===== config.mk =====
export PLATFORM = sky130hd
export DESIGN_NAME = fifo_ctrl
export DESIGN_NICKNAME = d
export VERILOG_FILES = /design/src/rtl/fifo_pkg.sv /design/src/rtl/fifo_ptr.sv /design/src/rtl/fifo_ctrl.sv
export SDC_FILE = /design/constraint.sdc
export NUM_CORES = 1
export LEC_CHECK = 0
export ABC_AREA = 1
export CORE_AREA = 5 5 42 44
export DETAILED_ROUTE_END_ITERATION = 12
export DIE_AREA = 0 0 47 49
export GPL_TIMING_DRIVEN = 0
export PLACE_DENSITY = 0.73
export SLEW_MARGIN = 15
export SYNTH_ARGS = -nofsm -noshare
export SYNTH_HDL_FRONTEND = slang
export SYNTH_HIERARCHICAL = 1
export SYNTH_SLANG_ARGS = --single-unit

===== constraint.sdc =====
create_clock -name clk -period 1.97 [get_ports clk]
set_input_delay 0.4925 -clock clk [delete_from_list [all_inputs] [get_ports clk]]
set_output_delay 0.4925 -clock clk [all_outputs]
set_load 0.01 [all_outputs]

===== src/rtl/fifo_pkg.sv =====
// Shared types and helpers for the FIFO controller: the wrap-increment used by
// both pointers and the registered status bundle.
package fifo_pkg;

    typedef struct packed {
        logic empty;
        logic full;
        logic almost_full;
    } fifo_status_t;

    // Explicit wrap so depths that are not a power of two still cycle correctly.
    function automatic int unsigned next_ptr(input int unsigned ptr, input int unsigned depth);
        return (ptr == depth - 1) ? 0 : ptr + 1;
    endfunction

endpackage


===== src/rtl/fifo_ptr.sv =====
// Wrapping address counter over 0..D-1 with increment enable and synchronous
// reset; one instance each for the write and read pointers.
module fifo_ptr
    import fifo_pkg::*;
#(
    parameter int D  = 4,
    parameter int DW = $clog2(D)
) (
    input  logic          clk,
    input  logic          rst,
    input  logic          inc,
    output logic [DW-1:0] ptr
);

    always_ff @(posedge clk) begin
        if (rst) begin
            ptr <= '0;
        end else if (inc) begin
            ptr <= DW'(next_ptr(32'(ptr), D));
        end
    end

endmodule


===== src/rtl/fifo_ctrl.sv =====
// Synchronous FIFO controller driving a two-port RAM (registered write,
// combinational read). Define FIFO_CTRL_ERR_EN to add sticky ovf/udf flags.
module fifo_ctrl
    import fifo_pkg::*;
#(
    parameter int D      = 4,
    parameter int AF_LVL = D - 1,
    localparam int DW    = $clog2(D),
    localparam int CW    = $clog2(D + 1)
) (
    input  logic          clk,
    input  logic          rst,
    input  logic          push,
    input  logic          pop,
`ifdef FIFO_CTRL_ERR_EN
    input  logic          err_clr,
    output logic          ovf,
    output logic          udf,
`endif
    output logic          we,
    output logic [DW-1:0] wraddr,
    output logic [DW-1:0] rdaddr,
    output logic          empty,
    output logic          full,
    output logic          almost_full,
    output logic [CW-1:0] count
);

    logic [CW-1:0] count_q;
    logic [CW-1:0] next_count;
    fifo_status_t  status;
    logic          do_push;
    logic          do_pop;

    // A push into a full FIFO is only safe when a pop frees the slot in the same cycle.
    assign do_push = push & (~status.full | pop);
    assign do_pop  = pop & ~status.empty;
    assign we      = do_push & ~rst;

    fifo_ptr #(.D(D), .DW(DW)) u_wr_ptr (
        .clk (clk),
        .rst (rst),
        .inc (do_push),
        .ptr (wraddr)
    );

    fifo_ptr #(.D(D), .DW(DW)) u_rd_ptr (
        .clk (clk),
        .rst (rst),
        .inc (do_pop),
        .ptr (rdaddr)
    );

    always_comb begin
        next_count = count_q;
        if (do_push & ~do_pop) begin
            next_count = count_q + CW'(1);
        end else if (do_pop & ~do_push) begin
            next_count = count_q - CW'(1);
        end
    end

    // Flags are registered from the next count so they line up with count itself.
    always_ff @(posedge clk) begin
        if (rst) begin
            count_q            <= '0;
            status.empty       <= 1'b1;
            status.full        <= 1'b0;
            status.almost_full <= 1'b0;
        end else begin
            count_q            <= next_count;
            status.empty       <= (next_count == '0);
            status.full        <= (next_count == CW'(D));
            status.almost_full <= (next_count >= CW'(AF_LVL));
        end
    end

    assign count       = count_q;
    assign empty       = status.empty;
    assign full        = status.full;
    assign almost_full = status.almost_full;

`ifdef FIFO_CTRL_ERR_EN
    logic ovf_q;
    logic udf_q;

    // A new error in the same cycle as err_clr must not be lost, so set beats clear.
    always_ff @(posedge clk) begin
        if (rst) begin
            ovf_q <= 1'b0;
            udf_q <= 1'b0;
        end else begin
            if (push & status.full & ~pop) begin
                ovf_q <= 1'b1;
            end else if (err_clr) begin
                ovf_q <= 1'b0;
            end
            if (pop & status.empty) begin
                udf_q <= 1'b1;
            end else if (err_clr) begin
                udf_q <= 1'b0;
            end
        end
    end

    assign ovf = ovf_q;
    assign udf = udf_q;
`endif

endmodule

# == After elaboration in Yosys (flattened, before gate mapping) ==
# Index checks and enable logic that the tools add are counted.
# W data, S select, Z words.
# word_totals
register_bits,10
input_bits,4
output_inout_bits,11
wordCells,30
# op_classes
n_addsub,4
order_cmp,1
n_eq_ne,3
muxes,4
bitwise,11
reduce_logical,1
# op_table
op,count
$mux W3,2
$and A1 B1 Y1,5
$not A1 Y1,5
$add A2 B1 Y2 const B,2
$eq A2 B2 Y1 const B,2
$mux W2,2
$add A3 B1 Y3 const B,1
$eq A3 B3 Y1 const B,1
$ge A3 B2 Y1 const B,1
$logic_not A3 Y1,1
$sub A3 B1 Y3 const B,1
$or A1 B1 Y1,1

# == Logic depth before layout (Yosys ltp) ==
# logic_depth
depth_word,8
mapped_depth,11

# == Cells and area by module ==
# The synthesis kept the hierarchy.
# modules_own_cells
module,instances,cells_per_inst,area_each_um2,seq_area_each_um2
fifo_ctrl,1,56,384.1,120.1
fifo_ptr,2,14,100.1,40.0

# == Worst setup path before layout ==
# No wires, ideal clock.
# synth_path
kind,input -> output
start,input pop
end,output we
arrival_ns,0.816
setup_slack_ns,0.661
cell_stages,4
cell_sequence,inv_2 -> nand2_2 -> nand2_1 -> nor2_1
# synth_between
elab_chain_len,3
# synth_lines
element,line,rtl
start: declaration,fifo_ctrl.sv:14,"input logic pop,"
$or A1 B1 Y1,fifo_ctrl.sv:36,assign do_push = push & (~status.full | pop);
$and A1 B1 Y1,fifo_ctrl.sv:36,
$and A1 B1 Y1,fifo_ctrl.sv:38,assign we = do_push & ~rst;
end: declaration,fifo_ctrl.sv:20,"output logic we,"
# Every way passes these cells.

# == Worst setup path after layout ==
# layout_path
start,input rst
end,output we
# layout_between
elab_chain_len,2
# layout_lines
element,line,rtl
start: declaration,fifo_ctrl.sv:12,"input logic rst,"
$not A1 Y1,fifo_ctrl.sv:38,
$and A1 B1 Y1,fifo_ctrl.sv:38,
# Every way passes these cells.

==> results.yml <==
run_status:
  status: "complete, no violations"
setup_path:
  endpoint_kind: "output pin"
  critical_path_class: "input pin to output pin"
  worstPathMaxFanout: 6
  worstPathArrival_ps: 1400
  r2r_cells: 8
  crit_required_ps: 1480
  crit_path_start_kind: "input pin"
yosys:
  syn_area_per_cell_sq_um: 6.956
  synth_top_area_cell: "dfxtp_1"
  ys_warn_count: 6
  synth_edf_count: 0
  netlist_instances: 84
  synthArstFlopShare_pct: 0
  ys_seq_area_share_pct: 34.26
  synth_common_cells: "21 x nand2_1, 19 x inv_1, 10 x dfxtp_1"
  synth_nets: 92
  ys_ff_latch: 10
  synthTopCellsByArea: "dfxtp_1 34%, nand2_1 13%, inv_1 12%, ha_1 8.6%, nand2_2 5.4%"
  yosysUniqueCellTypes: 17
  synth_top_flop_cell: "dfxtp_1"
  netlist.area_leader.share_pct: 34.26
  synth.most_common_cell: "nand2_1"
  netlist_area_sq_um: 584.3
layout:
  area_delta_synth_final_pct: 30.62
  postLayoutCellArea_sq_um: 763.2
  antenna_cells: 0
  finalNetCount: 111
  layout-drive-gt1-share_pct: 17.82
  stdcell_count: 117
global_routing:
  grt_max_degree: 7
  grt_first_pass_wirelength_microns: 1994
  grt_pass1_vias: 530
  antenna_found_initial: 0
  grt_usage_pct: 12.16
  grt-ovfl-total: 0
floorplanning:
  die_x_microns: 47
  core-area_sq_um: 1401
  die_area_sq_um: 2303
  start_util_pct: 41.70
  io_pins: 15
  die_h_microns: 49
  rows: 14
placed_design:
  hpwl_microns: 940.8
  dp.cells: 114
  dp_worst_setup_slack_ps: -406.8
  port_buffers: 14
  placed_cell_area_sq_um: 744.5
  gp_congestion: 0.6957
clock_network:
  cts_num_sinks: 10
  cts.path.max_buffers: 2
  clockRootBuffer: "clkbuf_4"
  htree_levels: 1
  cts_buffers: 3
  cts_tree: "yes"
  postCtsSetupBuffers: 0
  clkLatencyLatePin_ps: 260
  path_clk_slew_ps: 60
route:
  wl_microns: 1132
  viasPerCell: 4.641
  first_pass_iters: 4
  drt_iter0_drc: 2
  via_count: 543
  ant_nets: 0
  wire_per_inst_microns: 9.675
  drc: 0
sta:
  worstMarginPinSlew_ps: 211.9
  max_clock_freq_mhz: 528.9
  holdWs_ps: 499.3
  setup_viol: 0
  setup_ws_ps: 79.31
  min_period_over_period_pct: 95.97
  min_period_ps: 1891
  hold_viol: 0
  drv_slew: 0
  fin_skew_ps: 2.379
  rsz0062_at_grt: "false"
  slew_headroom_pct: 85.73
pwr:
  p_leak_nw: 0.4073
  vdd_drop_max_mv: 0.4180
  p_per_area_nw_per_um2: 721.1
  p_total_uw: 550.3
run:
  cap_violations: 0
min_path:
  holdCritPathClass: "flop to flop"
  min_delay_path_depth: 2
## routing by layer
| layer | track usage, % | share of wire [%] |
|---|---|---|
| met2 | 18.78 | 48 |
| met3 | 3.690 | 5.4 |
| met4 | 10.60 | 3.7 |
| met1 | 12.47 | 43 |
| met5 | 0 | 0 |
## timing repair
item                       4_1_cts  5_1_grt
hold buffers                     0        0
setup endpoints to repair        1        0
gates resized for setup          3        0
## final cells by class
cell class | instances | area (sq um)
flip-flops and latches | 10 | 200.2
multi-input cells | 52 | 300.3
well taps | 16 | 20.02
repair buffers | 14 | 136.4
fillers | 148 | 638.1
inverters | 22 | 83.83
clock buffers | 3 | 22.52
## registers in the layout, summed over array words and instances, names as in the netlist
register	count
empty	1
full	1
u_rd_ptr/ptr	2
almost_full	1
count	3
u_wr_ptr/ptr	2
## path summary, 6_finish.rpt
path	startpoint	end	slack, ps
min	u_rd_ptr/ptr[0]	u_rd_ptr/ptr[0]	500
min reg2reg	u_rd_ptr/ptr[0]	u_rd_ptr/ptr[0]	500
max reg2reg	count[0]	empty	620
max	rst	we	80
## critical path, cell delays in order
cell and delay, ps:
clkdlybuf4s50_1 560, nor2_1 70, dlygate4sd2_1 280
## where the power goes
part | switching (mW) | total [mW] | internal (mW)
logic | 0.0928 | 0.173 | 0.0806
clock network | 0.0623 | 0.132 | 0.0702
registers | 0.0199 | 0.245 | 0.225
## layout by cell type, fill, tap and decap left out, types with 2 or more instances in the layout
cell	count
dlygate4sd2_1	3
clkdlybuf4s50_1	11
nand2_2	5
nand2_1	21
inv_1	19
clkbuf_4	3
inv_2	2
o21ai_0	2
a21oi_2	2
nand3_1	5
nor2_2	2
nor2_1	6
ha_1	4
dfxtp_1	10
## through the flow
stage | utilization, % | TNS, ps
floorplan | - | 0
global placement | 53.13 | -413.3
detailed placement | 53.13 | -406.8
CTS | 54.46 | 0
global route | 54.46 | 0
finish | 54.46 | 0
## cell families (layout without fill, tap and decap cells)
| group | count (synthesis) | after routing | synth area share [%] |
|---|---|---|---|
| AOI/OAI and AO/OA | 6 | 6 | 7.494 |
| buffers and inverters | 22 | 39 | 14.35 |
| xor gates and xnor gates | 1 | 1 | 1.499 |
| and+or+nand+nor | 41 | 41 | 33.83 |
| DFF | 10 | 10 | 34.26 |
| adders and majority gates | 4 | 4 | 8.566 |
Power figures use the tool's default switching activity.
